File: src/rtl/reg_wb_ctrl.sv
// Register-file writeback controller: ALU and load-return arbitration with a thread init sequencer.
// Optional `WB_DEFER_CNT_EN adds a saturating ld_defer_cnt counter output.
module reg_wb_ctrl #(
  parameter int LD_FIFO_DEPTH = 4
) (
  input  logic        clk,
  input  logic        rst,
  input  logic        alu_vld,
  input  logic [2:0]  alu_trd,
  input  logic [4:0]  alu_rd,
  input  logic [31:0] alu_data,
  input  logic        ld_vld,
  input  logic [2:0]  ld_trd,
  input  logic [4:0]  ld_rd,
  input  logic [31:0] ld_data,
  output logic        ld_rdy,
  input  logic        init_req,
  input  logic [2:0]  init_trd_in,
  input  logic [31:0] init_data_in,
  output logic        init_ack,
  output logic        wr_en,
  output logic [2:0]  wr_trd,
  output logic [4:0]  reg_wr,
  output logic [31:0] wr_data,
  output logic        init,
  output logic [2:0]  init_trd,
  output logic [31:0] init_data,
  output logic [4:0]  ld_cnt
`ifdef WB_DEFER_CNT_EN
  ,
  output logic [15:0] ld_defer_cnt
`endif
);

  localparam int PTR_W = (LD_FIFO_DEPTH > 1) ? $clog2(LD_FIFO_DEPTH) : 1;

  typedef enum logic [1:0] {ST_IDLE, ST_DRAIN, ST_ISSUE} state_t;

  typedef struct packed {
    logic [2:0]  trd;
    logic [4:0]  rd;
    logic [31:0] data;
  } ld_entry_t;

  ld_entry_t        r_mem [LD_FIFO_DEPTH];
  logic [PTR_W-1:0] r_wptr;
  logic [PTR_W-1:0] r_rptr;
  logic [4:0]       r_cnt;
  state_t           r_state;
  state_t           w_next_state;
  logic             w_capture;
  logic [2:0]       r_cap_trd;
  logic [31:0]      r_cap_data;

  logic             r_wr_en;
  logic [2:0]       r_wr_trd;
  logic [4:0]       r_reg_wr;
  logic [31:0]      r_wr_data;
  logic             r_init;
  logic             r_init_ack;
  logic [2:0]       r_init_trd;
  logic [31:0]      r_init_data;

  logic             w_issue;
  logic             w_ld_rdy;
  logic             w_push;
  logic             w_pop;
  ld_entry_t        w_head;
  logic             w_sel_vld;
  logic [2:0]       w_sel_trd;
  logic [4:0]       w_sel_rd;
  logic [31:0]      w_sel_data;
  logic             w_wr;

  assign w_issue  = (r_state == ST_ISSUE);
  assign w_ld_rdy = ~rst & (r_cnt < 5'(LD_FIFO_DEPTH)) & (r_state == ST_IDLE);
  assign w_push   = ld_vld & w_ld_rdy;
  assign w_pop    = (r_cnt != 5'd0) & ~alu_vld & ~w_issue;
  assign w_head   = r_mem[r_rptr];

  // The ack cycle blocks re-capture so a requester still holding init_req is not served twice.
  always_comb begin
    w_next_state = r_state;
    w_capture    = 1'b0;
    case (r_state)
      ST_IDLE: begin
        if (init_req && !r_init_ack) begin
          w_next_state = ST_DRAIN;
          w_capture    = 1'b1;
        end
      end
      ST_DRAIN: begin
        if ((r_cnt == 5'd0) && !alu_vld) w_next_state = ST_ISSUE;
      end
      ST_ISSUE: w_next_state = ST_IDLE;
      default:  w_next_state = ST_IDLE;
    endcase
  end

  always_ff @(posedge clk) begin
    if (rst) r_state <= ST_IDLE;
    else     r_state <= w_next_state;
  end

  always_ff @(posedge clk) begin
    if (rst) begin
      r_cap_trd  <= '0;
      r_cap_data <= '0;
    end else if (w_capture) begin
      r_cap_trd  <= init_trd_in;
      r_cap_data <= init_data_in;
    end
  end

  always_ff @(posedge clk) begin
    if (w_push) r_mem[r_wptr] <= '{trd: ld_trd, rd: ld_rd, data: ld_data};
  end

  always_ff @(posedge clk) begin
    if (rst) begin
      r_wptr <= '0;
      r_rptr <= '0;
      r_cnt  <= '0;
    end else begin
      if (w_push) r_wptr <= r_wptr + PTR_W'(1);
      if (w_pop)  r_rptr <= r_rptr + PTR_W'(1);
      r_cnt <= r_cnt + 5'(w_push) - 5'(w_pop);
    end
  end

  always_comb begin
    w_sel_vld  = 1'b0;
    w_sel_trd  = '0;
    w_sel_rd   = '0;
    w_sel_data = '0;
    if (!w_issue) begin
      if (alu_vld) begin
        w_sel_vld  = 1'b1;
        w_sel_trd  = alu_trd;
        w_sel_rd   = alu_rd;
        w_sel_data = alu_data;
      end else if (w_pop) begin
        w_sel_vld  = 1'b1;
        w_sel_trd  = w_head.trd;
        w_sel_rd   = w_head.rd;
        w_sel_data = w_head.data;
      end
    end
  end

  // r0 and r1 are architecturally fixed, so writes to them are dropped here.
  assign w_wr = w_sel_vld & (w_sel_rd > 5'd1);

  always_ff @(posedge clk) begin
    if (rst) begin
      r_wr_en     <= 1'b0;
      r_wr_trd    <= '0;
      r_reg_wr    <= '0;
      r_wr_data   <= '0;
      r_init      <= 1'b0;
      r_init_ack  <= 1'b0;
      r_init_trd  <= '0;
      r_init_data <= '0;
    end else begin
      r_wr_en    <= w_wr;
      r_init     <= w_issue;
      r_init_ack <= w_issue;
      if (w_wr) begin
        r_wr_trd  <= w_sel_trd;
        r_reg_wr  <= w_sel_rd;
        r_wr_data <= w_sel_data;
      end
      if (w_issue) begin
        r_init_trd  <= r_cap_trd;
        r_init_data <= r_cap_data;
      end
    end
  end

`ifdef WB_DEFER_CNT_EN
  logic [15:0] r_defer_cnt;

  always_ff @(posedge clk) begin
    if (rst) r_defer_cnt <= '0;
    else if ((r_cnt != 5'd0) && !w_pop && (r_defer_cnt != 16'hFFFF))
      r_defer_cnt <= r_defer_cnt + 16'd1;
  end

  assign ld_defer_cnt = r_defer_cnt;
`endif

  assign ld_rdy    = w_ld_rdy;
  assign ld_cnt    = r_cnt;
  assign wr_en     = r_wr_en;
  assign wr_trd    = r_wr_trd;
  assign reg_wr    = r_reg_wr;
  assign wr_data   = r_wr_data;
  assign init      = r_init;
  assign init_ack  = r_init_ack;
  assign init_trd  = r_init_trd;
  assign init_data = r_init_data;

endmodule

File: config.mk
export PLATFORM = sky130hd
export DESIGN_NAME = reg_wb_ctrl
export DESIGN_NICKNAME = d
export VERILOG_FILES = /design/src/rtl/reg_wb_ctrl.sv
export SDC_FILE = /design/constraint.sdc
export NUM_CORES = 1
export LEC_CHECK = 0
export ABC_AREA = 0
export BUFFER_PORTS_ARGS = -buffer_cell sky130_fd_sc_hd__buf_4
export CORE_ASPECT_RATIO = 0.7
export CORE_UTILIZATION = 56
export CTS_CLUSTER_SIZE = 25
export DETAILED_ROUTE_END_ITERATION = 6
export GPL_ROUTABILITY_DRIVEN = 0
export GPL_TIMING_DRIVEN = 0
export PLACE_DENSITY = 0.79
export SYNTH_ARGS = -nofsm -noshare
export SYNTH_HDL_FRONTEND = slang
export SYNTH_SLANG_ARGS = --single-unit
File: constraint.sdc
create_clock -name clk -period 3.31 [get_ports clk]
set_clock_uncertainty 0.1 [all_clocks]
set_input_delay 0.662 -clock clk [delete_from_list [all_inputs] [get_ports clk]]
set_output_delay 0.662 -clock clk [all_outputs]
set_load 0.02 [all_outputs]
==> results of run 1 <==
[cell usage in the layout, fill, tap and decap left out, types with 40 or more instances in the layout]
cell type | netlist | routed
sky130_fd_sc_hd__a21oi_1 | 75 | 74
sky130_fd_sc_hd__nand2_1 | 142 | 142
sky130_fd_sc_hd__mux4_2 | 40 | 40
sky130_fd_sc_hd__dfxtp_1 | 125 | 125
sky130_fd_sc_hd__nand3_1 | 50 | 49
sky130_fd_sc_hd__buf_4 | 1 | 205
sky130_fd_sc_hd__nor2b_1 | 40 | 40
sky130_fd_sc_hd__nand3_2 | 60 | 61
sky130_fd_sc_hd__clkbuf_1 | 55 | 60
sky130_fd_sc_hd__edfxtp_1 | 160 | 160
[final timing paths]
kind	startpoint	end	slack, ns	depth (start not counted)
setup / recovery	ld_cnt[2]	ld_cnt[4]	0.15	14
hold / removal	ld_data[31]	r_mem[2][31]	0.22	1
setup reg to reg	ld_cnt[2]	ld_cnt[4]	0.15	14
hold reg to reg	r_cap_data[7]	init_data[7]	0.35	2
[power by group]
part	switching [W]	internal (W)
Combinational	0.00158	0.00120
Clock	0.00130	0.00162
Sequential	0.000186	0.00403
[what timing repair did]
item / CTS / global route
gates cloned: 0 / 0
setup endpoints to repair: 1 / 1
hold endpoints to repair: 0 / 0
resized for setup: 2 / 2
[layer usage]
metal / vias up / global-route usage / wire [µm]
met2: 395 / 0.409 / 13700
met5: - / 0 / 0
met4: 0 / 0.0745 / 609
li1: 4032 / - / -
met1: 4313 / 0.432 / 13900
met3: 53 / 0.0415 / 2490
[logic make-up (layout without fill, tap and decap cells)]
group,Yosys count,after routing
buf+inv,93,349
simple gates,355,355
compound gates,160,160
xor+xnor,5,5
mux,41,41
flops,285,285
fa+ha+maj,12,12
[flip-flops by register name (all words and copies together), names as in the netlist, 2 cells and up, named ones only]
signal      flops
r_rptr          2
wr_trd          3
r_state         2
init_data      32
r_cap_data     32
ld_cnt          5
r_cap_trd       3
r_wptr          2
wr_data        32
init_trd        3
reg_wr          5
r_mem         160
[worst max-delay path, stage by stage, from the launching register on]
cell and delay [ns]:
sky130_fd_sc_hd__dfxtp_1 0.35, sky130_fd_sc_hd__inv_1 0.09, sky130_fd_sc_hd__ha_1 0.15, sky130_fd_sc_hd__or4b_4 0.53
sky130_fd_sc_hd__nand3_2 0.14, sky130_fd_sc_hd__buf_4 0.18, sky130_fd_sc_hd__inv_1 0.10, sky130_fd_sc_hd__ha_1 0.28
sky130_fd_sc_hd__inv_1 0.04, sky130_fd_sc_hd__ha_1 0.20, sky130_fd_sc_hd__fa_1 0.42, sky130_fd_sc_hd__a21oi_2 0.17
sky130_fd_sc_hd__o21bai_1 0.09, sky130_fd_sc_hd__xor2_1 0.14, sky130_fd_sc_hd__nor2_1 0.05
[per-stage QoR]
step	area [µm²]	utilization	instances	hold slack (ns)
after floorplan	12000	-	951	0.332
after global placement	13900	0.666	1430	0.337
after detailed placement	14000	0.670	1434	0.346
after CTS	14800	0.710	1484	0.203
after global routing	14800	0.710	1483	0.206
final	14800	0.710	1483	0.225
[layout make-up]
cell class              instances  area (µm²)  area share
multi-input cells             573        4330       0.292
clock buffers                  35         726      0.0490
clock inverters                15         100     0.00675
flip-flops and latches        285        7310       0.493
well taps                     276         345      0.0233
repair buffers                207        1600       0.108
plain buffers                  80         364      0.0246
inverters                      12        45.0     0.00304
==> run_summary.xml, run 1 <==
<?xml version="1.0" encoding="UTF-8"?>
<metrics>
  <group name="sta">
    <metric name="final.setup.worst_slack" unit="ns">0.150</metric>
    <metric name="final_period_util" unit="">0.955</metric>
    <metric name="worstMarginPinSlew" unit="ns">0.931</metric>
    <metric name="final.setup.tns" unit="ns">0</metric>
    <metric name="hold_violations" unit="">0</metric>
    <metric name="max_slew_margin" unit="">0.374</metric>
    <metric name="finalSetupViolations" unit="">0</metric>
    <metric name="timing.final.crit_period" unit="ns">3.16</metric>
    <metric name="maxSlewViolCount" unit="">0</metric>
    <metric name="fmaxAchievable" unit="GHz">0.316</metric>
  </group>
  <group name="floorplanning">
    <metric name="die_height" unit="µm">125</metric>
    <metric name="start_util" unit="">0.576</metric>
    <metric name="core_area" unit="mm²">0.0209</metric>
    <metric name="floorplan.die_area" unit="mm²">0.0221</metric>
    <metric name="boundaryPins" unit="">204</metric>
    <metric name="row_count" unit="">44</metric>
    <metric name="chipWidth" unit="µm">177</metric>
  </group>
  <group name="clock_network">
    <metric name="clock_path_buffers" unit="">3</metric>
    <metric name="cts_made_buffers" unit="">27</metric>
    <metric name="holdBufCountCts" unit="">0</metric>
    <metric name="htreeDepth" unit="">1</metric>
    <metric name="cts.reportedPaths.clkPinSlew" unit="ns">0.06</metric>
    <metric name="cts.sink_count" unit="">285</metric>
    <metric name="clock_tree_from_tritoncts" unit="">built</metric>
    <metric name="postCtsSetupBuffers" unit="">0</metric>
    <metric name="cts_root_buffer" unit="">sky130_fd_sc_hd__clkbuf_16</metric>
    <metric name="clk_latency" unit="ns">0.53</metric>
  </group>
  <group name="setup_path">
    <metric name="path_class" unit="">flop to flop</metric>
    <metric name="nature_of_the_critical_path_startpoint" unit="">flop</metric>
    <metric name="timing.critical_path.required" unit="ns">3.62</metric>
    <metric name="crit_path_max_fanout" unit="">10</metric>
    <metric name="worst-endpoint-arrival" unit="ns">3.47</metric>
    <metric name="critPathCaptureType" unit="">flop</metric>
  </group>
  <group name="synthesis">
    <metric name="synth_area_leader_cell" unit="">sky130_fd_sc_hd__edfxtp_1</metric>
    <metric name="synth-adder-area-share" unit="">0.0131</metric>
    <metric name="ys_top_cells_by_count" unit="">sky130_fd_sc_hd__edfxtp_1, sky130_fd_sc_hd__nand2_1, sky130_fd_sc_hd__dfxtp_1</metric>
    <metric name="synth.top_cell.area_share" unit="">0.400</metric>
    <metric name="synth.yosys.warnings" unit="">0</metric>
    <metric name="edff_count_synth" unit="">160</metric>
    <metric name="seq_area_frac_synth" unit="">0.608</metric>
    <metric name="netlist_instances" unit="">951</metric>
    <metric name="yosys_register_bits" unit="">285</metric>
    <metric name="synthSimpleGateAreaFrac" unit="">0.170</metric>
    <metric name="post_synth_xor_area_fraction" unit="">0.00364</metric>
    <metric name="synth_cell_types" unit="">40</metric>
    <metric name="post-synth-top-count-cell" unit="">sky130_fd_sc_hd__edfxtp_1</metric>
    <metric name="synth.mux.area_fraction" unit="">0.0757</metric>
    <metric name="synth_top_family_by_area" unit="">simple AND/OR/NAND/NOR gates</metric>
    <metric name="postSynth.asyncResetShare" unit="">0</metric>
    <metric name="post_synth.cell_area_avg" unit="µm²">12.6</metric>
    <metric name="postSynth.topFlopCell" unit="">sky130_fd_sc_hd__edfxtp_1</metric>
    <metric name="most_area_consuming_cells_after_synthesis" unit="">sky130_fd_sc_hd__edfxtp_1, sky130_fd_sc_hd__dfxtp_1, sky130_fd_sc_hd__mux4_2, sky130_fd_sc_hd__nand3_2, sky130_fd_sc_hd__nand2_1</metric>
    <metric name="netlist_area" unit="mm²">0.0120</metric>
    <metric name="mappedNetlistNets" unit="">1083</metric>
    <metric name="synth_compound_area_frac" unit="">0.0957</metric>
  </group>
  <group name="finish">
    <metric name="areaGrowthSynthToFinish" unit="%">23.3</metric>
    <metric name="post_route_cells_drive_above_1_share" unit="">0.308</metric>
    <metric name="final_net_count" unit="">1318</metric>
    <metric name="diodes" unit="">0</metric>
    <metric name="nFillCells" unit="">1496</metric>
  </group>
  <group name="status">
    <metric name="status" unit="">complete, no violations</metric>
  </group>
  <group name="drt">
    <metric name="detail_route.wirelength" unit="µm">30700</metric>
    <metric name="firstDrtPassIters" unit="">5</metric>
    <metric name="ant_nets" unit="">0</metric>
    <metric name="detailed_route_via_count" unit="">8793</metric>
    <metric name="route.detailed.wl_per_inst" unit="µm">20.7</metric>
    <metric name="detail_route.drc_violations" unit="">0</metric>
    <metric name="vias_per_cell" unit="">5.93</metric>
    <metric name="first_iter_violations" unit="">870</metric>
  </group>
  <group name="global_route">
    <metric name="grt_antenna_before_repair" unit="">0</metric>
    <metric name="first_global_vias" unit="">8575</metric>
    <metric name="grt.overflow.total" unit="">0</metric>
    <metric name="grt_max_degree" unit="">29</metric>
    <metric name="grt_pass1_wl" unit="µm">47000</metric>
    <metric name="globalRouteTotalUtil" unit="">0.279</metric>
  </group>
  <group name="run">
    <metric name="timing.max_cap.violations" unit="">0</metric>
  </group>
  <group name="power_and_ir_drop">
    <metric name="p_leak" unit="nW">5.71</metric>
    <metric name="power.total" unit="W">0.00992</metric>
    <metric name="power.density_cell_area" unit="mW/mm²">669</metric>
    <metric name="power.ir.vdd_worst" unit="mV">0.435</metric>
  </group>
  <group name="placement">
    <metric name="placement.io_buffers" unit="">203</metric>
    <metric name="dpl.hpwl" unit="µm">21100</metric>
    <metric name="dp_slack" unit="ns">-0.226</metric>
  </group>
  <group name="worst_hold_path">
    <metric name="hp-class" unit="">input pin to flop</metric>
  </group>
</metrics>
Power figures use the tool's default switching activity.
==> inputs of run 2 (changes only) <==
==> constraint.sdc (replaced) <==
create_clock -name clk -period 3.31 [get_ports clk]
set_clock_uncertainty 0.1 [all_clocks]
set_input_delay 0.331 -clock clk [delete_from_list [all_inputs] [get_ports clk]]
set_output_delay 0.331 -clock clk [all_outputs]
set_load 0.02 [all_outputs]
==> run_summary.xml, run 2 (synthesis results as in run 1) <==
<?xml version="1.0" encoding="UTF-8"?>
<metrics>
  <group name="clock_network">
    <metric name="clock_tree_from_tritoncts" unit="">built</metric>
    <metric name="clock_path_buffers" unit="">3</metric>
    <metric name="cts.sink_count" unit="">285</metric>
    <metric name="cts_made_buffers" unit="">27</metric>
    <metric name="clk_latency" unit="ns">0.54</metric>
    <metric name="postCtsSetupBuffers" unit="">0</metric>
    <metric name="htreeDepth" unit="">1</metric>
    <metric name="cts.reportedPaths.clkPinSlew" unit="ns">0.06</metric>
    <metric name="cts_root_buffer" unit="">sky130_fd_sc_hd__clkbuf_16</metric>
  </group>
  <group name="floorplanning">
    <metric name="row_count" unit="">44</metric>
    <metric name="chipWidth" unit="µm">177</metric>
    <metric name="core_area" unit="mm²">0.0209</metric>
    <metric name="floorplan.die_area" unit="mm²">0.0221</metric>
    <metric name="die_height" unit="µm">125</metric>
    <metric name="boundaryPins" unit="">204</metric>
    <metric name="start_util" unit="">0.576</metric>
  </group>
  <group name="global_route">
    <metric name="global_route.usage.met1" unit="">0.439</metric>
    <metric name="grt_met3_use" unit="">0.0446</metric>
    <metric name="grtUsageMet2" unit="">0.435</metric>
    <metric name="busiest_layer_in_global_routing" unit="">met1</metric>
    <metric name="grt_max_degree" unit="">29</metric>
    <metric name="globalRouteTotalUtil" unit="">0.292</metric>
    <metric name="grt_antenna_before_repair" unit="">0</metric>
    <metric name="first_global_vias" unit="">9070</metric>
    <metric name="grt.overflow.total" unit="">0</metric>
    <metric name="grt_pass1_wl" unit="µm">49200</metric>
  </group>
  <group name="finish">
    <metric name="multi_input_comb_area" unit="mm²">0.00433</metric>
    <metric name="final_core_util" unit="">0.746</metric>
    <metric name="largest_register" unit="">r_mem</metric>
    <metric name="areaGrowthSynthToFinish" unit="%">29.5</metric>
    <metric name="post_route_cells_drive_above_1_share" unit="">0.290</metric>
    <metric name="nFillCells" unit="">1387</metric>
    <metric name="diodes" unit="">0</metric>
    <metric name="final_net_count" unit="">1393</metric>
    <metric name="largest_reg_flops" unit="">160</metric>
    <metric name="mostFrequentLayoutCells" unit="">sky130_fd_sc_hd__buf_4, sky130_fd_sc_hd__edfxtp_1, sky130_fd_sc_hd__nand2_1</metric>
    <metric name="most_common_cell_after_layout_fill_and_taps_aside" unit="">sky130_fd_sc_hd__buf_4</metric>
    <metric name="final_design_area_no_fill" unit="mm²">0.0156</metric>
    <metric name="seqCellArea" unit="mm²">0.00731</metric>
  </group>
  <group name="setup_path">
    <metric name="nature_of_the_critical_path_startpoint" unit="">flop</metric>
    <metric name="crit_path_max_fanout" unit="">10</metric>
    <metric name="timing.critical_path.required" unit="ns">3.62</metric>
    <metric name="worst-path-stages" unit="">14</metric>
    <metric name="critical_path.reg2reg.startpoint" unit="">ld_cnt[2]</metric>
    <metric name="worst-endpoint-arrival" unit="ns">3.44</metric>
    <metric name="reg2reg_depth" unit="">14</metric>
    <metric name="rrSetupSlack" unit="ns">0.18</metric>
    <metric name="crit_start" unit="">ld_cnt[2]</metric>
    <metric name="cpPeakStageDelay" unit="ns">0.52</metric>
    <metric name="regToRegEndpoint" unit="">ld_cnt[4]</metric>
    <metric name="kind_of_cell_with_the_highest_combined_delay_on_the_critical_path" unit="">adder cells</metric>
    <metric name="critical_path.slowest_cell" unit="">sky130_fd_sc_hd__or4b_4</metric>
    <metric name="critPathCapture" unit="">ld_cnt[4]</metric>
    <metric name="timing.critical_path.cells" unit="">inv_1 -&gt; ha_1 -&gt; or4b_4 -&gt; nand3_2 -&gt; buf_4 -&gt; inv_1 -&gt; ha_1 -&gt; inv_1 -&gt; ha_1 -&gt; fa_1 -&gt; a21oi_2 -&gt; o21bai_1 -&gt; xor2_1 -&gt; nor2_1</metric>
    <metric name="critPathCaptureType" unit="">flop</metric>
    <metric name="worstPathBufferInverterCount" unit="">4</metric>
    <metric name="path_class" unit="">flop to flop</metric>
  </group>
  <group name="placement">
    <metric name="dpl-instance-area" unit="mm²">0.0140</metric>
    <metric name="dp_slack" unit="ns">-0.0550</metric>
    <metric name="dpl.hpwl" unit="µm">21100</metric>
    <metric name="placement.io_buffers" unit="">203</metric>
  </group>
  <group name="sta">
    <metric name="maxSlewViolCount" unit="">0</metric>
    <metric name="final_period_util" unit="">0.946</metric>
    <metric name="hold_violations" unit="">0</metric>
    <metric name="timing.final.crit_period" unit="ns">3.13</metric>
    <metric name="worstMarginPinSlew" unit="ns">0.939</metric>
    <metric name="finalSetupViolations" unit="">0</metric>
    <metric name="max_slew_margin" unit="">0.369</metric>
    <metric name="fmaxAchievable" unit="GHz">0.319</metric>
    <metric name="final.setup.worst_slack" unit="ns">0.177</metric>
  </group>
  <group name="drt">
    <metric name="detail_route.drc_violations" unit="">0</metric>
    <metric name="detailed_route_via_count" unit="">9189</metric>
    <metric name="ant_nets" unit="">0</metric>
    <metric name="firstDrtPassIters" unit="">5</metric>
    <metric name="first_iter_violations" unit="">899</metric>
    <metric name="vias_per_cell" unit="">5.90</metric>
    <metric name="detail_route.wirelength" unit="µm">32000</metric>
    <metric name="route.detailed.wl_per_inst" unit="µm">20.5</metric>
  </group>
  <group name="power_and_ir_drop">
    <metric name="power.total" unit="W">0.0100</metric>
    <metric name="power.density_cell_area" unit="mW/mm²">643</metric>
    <metric name="p_leak" unit="nW">6.02</metric>
    <metric name="power.ir.vdd_worst" unit="mV">0.435</metric>
  </group>
  <group name="status">
    <metric name="status" unit="">complete, no violations</metric>
  </group>
  <group name="worst_hold_path">
    <metric name="hp-class" unit="">input pin to flop</metric>
  </group>
  <group name="run">
    <metric name="timing.max_cap.violations" unit="">0</metric>
  </group>
</metrics>
run 2: cell types whose count changed in the layout (fill, tap and decap cells not counted), sizes merged:
| cell | before | now |
|---|---|---|
| dlygate4sd3 | 0 | 75 |
run 2: worst register-to-register path: cells and delay by family, from the launching register on:
family	cells	cell delay, ns
buffers and inverters	4	0.43
flip-flops	1	0.35
adder cells (fa/ha/maj)	4	1.03
XOR/XNOR	1	0.14
AND/OR/NAND/NOR	3	0.71
AO/OA/AOI/OAI	2	0.26
run 2: layout make-up:
class	count	area share
Sequential cell	285	0.469
Buffer	80	0.0234
Tap cell	276	0.0222
Timing Repair Buffer	282	0.151
Clock inverter	15	0.00643
Clock buffer	35	0.0466
Multi-Input combinational cell	573	0.278
Inverter	12	0.00289
run 2: power by group:
group          internal [W]  switching (W)  leakage, nW
Clock               0.00162        0.00130        0.392
Sequential          0.00403       0.000188         2.47
Combinational       0.00126        0.00160         3.16
run 2: how the worst min path moves through the flow:
stage	startpoint	to	slack (ns)	cells after the start
after global routing	alu_rd[3]	reg_wr[3]	0.05	3
after floorplan	ld_data[0]	r_mem[0][0]	0.33	0
after global placement	r_cap_data[24]	init_data[24]	0.34	2
after detailed placement	r_cap_data[7]	init_data[7]	0.35	2
final	alu_rd[3]	reg_wr[3]	0.04	3
after CTS	alu_rd[3]	reg_wr[3]	0.03	3
run 2: metal layers:
metal,part of all wire,vias to the layer above
li1,-,4175
met1,0.45,4516
met2,0.44,430
met3,0.082,68
met4,0.028,0
met5,0,-
run 2: stage by stage:
| step | hold WS (ns) | setup TNS, ns | std cells |
|---|---|---|---|
| final | 0.0384 | 0 | 1558 |
| after floorplan | 0.330 | 0 | 951 |
| after global routing | 0.0478 | -0.00794 | 1558 |
| after global placement | 0.337 | -75.18 | 1430 |
| after CTS | 0.0253 | 0 | 1559 |
| after detailed placement | 0.346 | -0.0550 | 1434 |
run 2: what timing repair did:
item | CTS | global route
resized for setup | 2 | 2
pin swaps | 0 | 0
hold endpoints to repair | 195 | 0
hold buffers | 75 | 0
setup endpoints to repair | 1 | 1
==> inputs of run 3 (changes only) <==
==> config.mk (replaced) <==
export PLATFORM = sky130hd
export DESIGN_NAME = reg_wb_ctrl
export DESIGN_NICKNAME = d
export VERILOG_FILES = /design/src/rtl/reg_wb_ctrl.sv
export SDC_FILE = /design/constraint.sdc
export NUM_CORES = 1
export LEC_CHECK = 0
export ABC_AREA = 0
export ABC_CLOCK_PERIOD_IN_PS = 3310
export CORE_ASPECT_RATIO = 0.7
export CORE_UTILIZATION = 60
export CTS_CLUSTER_SIZE = 25
export DETAILED_ROUTE_END_ITERATION = 6
export DONT_BUFFER_PORTS = 1
export GPL_ROUTABILITY_DRIVEN = 0
export GPL_TIMING_DRIVEN = 0
export PLACE_DENSITY = 0.75
export SYNTH_ARGS = -nofsm -noshare
export SYNTH_HDL_FRONTEND = slang
export SYNTH_SLANG_ARGS = --single-unit
==> constraint.sdc (replaced) <==
create_clock -name clk -period 3.31 [get_ports clk]
set_clock_uncertainty 0.1 [all_clocks]
set_input_delay 0.331 -clock clk [delete_from_list [all_inputs] [get_ports clk]]
set_output_delay 0.331 -clock clk [all_outputs]
set_load 0.01 [all_outputs]
==> run_summary.xml, run 3 (synthesis results as in run 1) <==
<?xml version="1.0" encoding="UTF-8"?>
<metrics>
  <group name="status">
    <metric name="status" unit="">complete, no violations</metric>
  </group>
  <group name="sta">
    <metric name="grt_setup_unrepaired" unit="">no</metric>
    <metric name="maxSlewViolCount" unit="">0</metric>
    <metric name="worstMarginPinSlew" unit="ns">0.962</metric>
    <metric name="hold_violations" unit="">0</metric>
    <metric name="final.setup.tns" unit="ns">0</metric>
    <metric name="fmaxAchievable" unit="GHz">0.321</metric>
    <metric name="final_period_util" unit="">0.940</metric>
    <metric name="max_slew_margin" unit="">0.353</metric>
    <metric name="timing.final.crit_period" unit="ns">3.11</metric>
    <metric name="finalSetupViolations" unit="">0</metric>
  </group>
  <group name="drt">
    <metric name="ant_nets" unit="">0</metric>
    <metric name="detailed_route_via_count" unit="">8356</metric>
    <metric name="detail_route.drc_violations" unit="">0</metric>
    <metric name="vias_per_cell" unit="">6.18</metric>
    <metric name="route.detailed.wl_per_inst" unit="µm">22.3</metric>
    <metric name="detail_route.wirelength" unit="µm">30200</metric>
    <metric name="first_iter_violations" unit="">684</metric>
    <metric name="firstDrtPassIters" unit="">5</metric>
  </group>
  <group name="power_and_ir_drop">
    <metric name="sequential_power_share" unit="">0.450</metric>
    <metric name="pwr-share-clk" unit="">0.316</metric>
    <metric name="power.density_cell_area" unit="mW/mm²">680</metric>
    <metric name="p_leak" unit="nW">5.08</metric>
    <metric name="power.combinational.fraction" unit="">0.235</metric>
    <metric name="netSwitchingPower" unit="W">0.00286</metric>
    <metric name="proportion_of_total_power_due_to_net_switching" unit="">0.297</metric>
    <metric name="p_int" unit="W">0.00677</metric>
    <metric name="power.ir.vdd_worst" unit="mV">0.515</metric>
  </group>
  <group name="finish">
    <metric name="areaGrowthSynthToFinish" unit="%">17.8</metric>
    <metric name="largest_reg_flops" unit="">160</metric>
    <metric name="largest_register" unit="">r_mem</metric>
    <metric name="most_common_cell_after_layout_fill_and_taps_aside" unit="">sky130_fd_sc_hd__edfxtp_1</metric>
    <metric name="final_net_count" unit="">1195</metric>
    <metric name="post_route_cells_drive_above_1_share" unit="">0.162</metric>
    <metric name="final_core_util" unit="">0.735</metric>
    <metric name="mostFrequentLayoutCells" unit="">sky130_fd_sc_hd__edfxtp_1, sky130_fd_sc_hd__nand2_1, sky130_fd_sc_hd__dfxtp_1</metric>
  </group>
  <group name="clock_network">
    <metric name="cts_root_buffer" unit="">sky130_fd_sc_hd__clkbuf_16</metric>
    <metric name="clock_path_buffers" unit="">3</metric>
    <metric name="cts.reportedPaths.clkPinSlew" unit="ns">0.06</metric>
    <metric name="clock_tree_from_tritoncts" unit="">built</metric>
    <metric name="htreeDepth" unit="">1</metric>
    <metric name="clk_latency" unit="ns">0.52</metric>
    <metric name="cts.sink_count" unit="">285</metric>
    <metric name="cts_made_buffers" unit="">27</metric>
  </group>
  <group name="floorplanning">
    <metric name="core_area" unit="mm²">0.0193</metric>
    <metric name="boundaryPins" unit="">204</metric>
    <metric name="floorplan.die_area" unit="mm²">0.0206</metric>
    <metric name="row_count" unit="">42</metric>
    <metric name="chipWidth" unit="µm">171</metric>
    <metric name="start_util" unit="">0.624</metric>
    <metric name="die_height" unit="µm">120</metric>
  </group>
  <group name="setup_path">
    <metric name="path_class" unit="">flop to flop</metric>
    <metric name="crit_path_max_fanout" unit="">10</metric>
    <metric name="nature_of_the_critical_path_startpoint" unit="">flop</metric>
    <metric name="worst-endpoint-arrival" unit="ns">3.40</metric>
    <metric name="critPathCaptureType" unit="">flop</metric>
    <metric name="timing.critical_path.required" unit="ns">3.60</metric>
  </group>
  <group name="run">
    <metric name="timing.max_cap.violations" unit="">0</metric>
  </group>
  <group name="worst_hold_path">
    <metric name="hp-class" unit="">input pin to flop</metric>
  </group>
  <group name="global_route">
    <metric name="grt.overflow.total" unit="">0</metric>
    <metric name="grt_max_degree" unit="">26</metric>
    <metric name="grt_antenna_before_repair" unit="">6</metric>
    <metric name="globalRouteTotalUtil" unit="">0.293</metric>
    <metric name="grt_pass1_wl" unit="µm">45800</metric>
    <metric name="first_global_vias" unit="">8203</metric>
  </group>
  <group name="placement">
    <metric name="placement.io_buffers" unit="">0</metric>
    <metric name="dpl.hpwl" unit="µm">20000</metric>
  </group>
</metrics>
[run 3: cell types whose count changed in the layout (fill, tap and decap cells not counted), moves of 3 or more]
cell	previous run	this run
sky130_fd_sc_hd__buf_4	205	2
sky130_fd_sc_hd__clkbuf_16	27	30
sky130_fd_sc_hd__clkbuf_8	2	5
sky130_fd_sc_hd__clkinv_1	7	0
sky130_fd_sc_hd__clkinv_2	2	6
sky130_fd_sc_hd__diode_2	0	6
sky130_fd_sc_hd__dlygate4sd3_1	75	79
[run 3: area by class of cell]
class                   instances  area (µm²)
diodes                          6        15.0
multi-input cells             573        4340
clock inverters                 9        46.3
inverters                      12        45.0
fillers                      1311        5120
flip-flops and latches        285        7310
repair buffers                 84         878
well taps                     264         330
clock buffers                  40         838
plain buffers                  80         368
[run 3: per-layer routing]
metal	track usage	vias to the layer above	wire (µm)
met5	0	-	10
met4	0.0781	2	624
met3	0.0887	48	2870
met2	0.444	375	13600
met1	0.412	4145	13100
li1	-	3786	-
[run 3: power groups by stage]
stage	sequential [W]	combinational, W	clock [W]
2_1_floorplan	0.00430	0.00164	0
4_1_cts	0.00433	0.00222	0.00307
6_report	0.00433	0.00226	0.00304
3_5_place_dp	0.00440	0.00210	0
5_1_grt	0.00436	0.00244	0.00322
3_3_place_gp	0.00440	0.00205	0
[run 3: worst paths after layout]
kind	from	to	slack [ns]	cells after the start
max	ld_cnt[3]	ld_cnt[4]	0.20	14
min	ld_vld	r_wptr[1]	0.07	3
max reg2reg	ld_cnt[3]	ld_cnt[4]	0.20	14
min reg2reg	r_cap_data[2]	init_data[2]	0.35	2
[run 3: worst max-delay path, cell delays in order, from the launching register on]
cell and delay, ns:
sky130_fd_sc_hd__dfxtp_1 0.35, sky130_fd_sc_hd__inv_1 0.12, sky130_fd_sc_hd__ha_1 0.15, sky130_fd_sc_hd__or4b_4 0.50, sky130_fd_sc_hd__nand3_4 0.14, sky130_fd_sc_hd__buf_6 0.15
sky130_fd_sc_hd__inv_1 0.09, sky130_fd_sc_hd__ha_1 0.27, sky130_fd_sc_hd__inv_1 0.04, sky130_fd_sc_hd__ha_1 0.20, sky130_fd_sc_hd__fa_1 0.41, sky130_fd_sc_hd__a21oi_1 0.17
sky130_fd_sc_hd__o21bai_1 0.09, sky130_fd_sc_hd__xor2_1 0.14, sky130_fd_sc_hd__nor2_1 0.05
[run 3: stage by stage]
step / hold WS, ns / area [µm²] / cells / worst slack, ns / power [W]
detailed placement: 0.330 / 12400 / 1219 / -0.203 / 0.00650
CTS: 0.0531 / 14100 / 1346 / 0.0810 / 0.00961
finish: 0.0743 / 14200 / 1353 / 0.198 / 0.00964
global placement: 0.330 / 12400 / 1215 / -0.367 / 0.00645
floorplan: 0.330 / 12000 / 951 / 0.335 / 0.00594
global route: 0.0773 / 14200 / 1352 / 0.0374 / 0.0100
[run 3: repair_timing]
| action | CTS | global route |
|---|---|---|
| setup endpoints to repair | 1 | 1 |
| pin swaps | 0 | 0 |
| cloned | 0 | 0 |
| setup buffers | 0 | 1 |
| hold endpoints to repair | 199 | 0 |
| resized for setup | 3 | 3 |
| hold buffers | 79 | 0 |
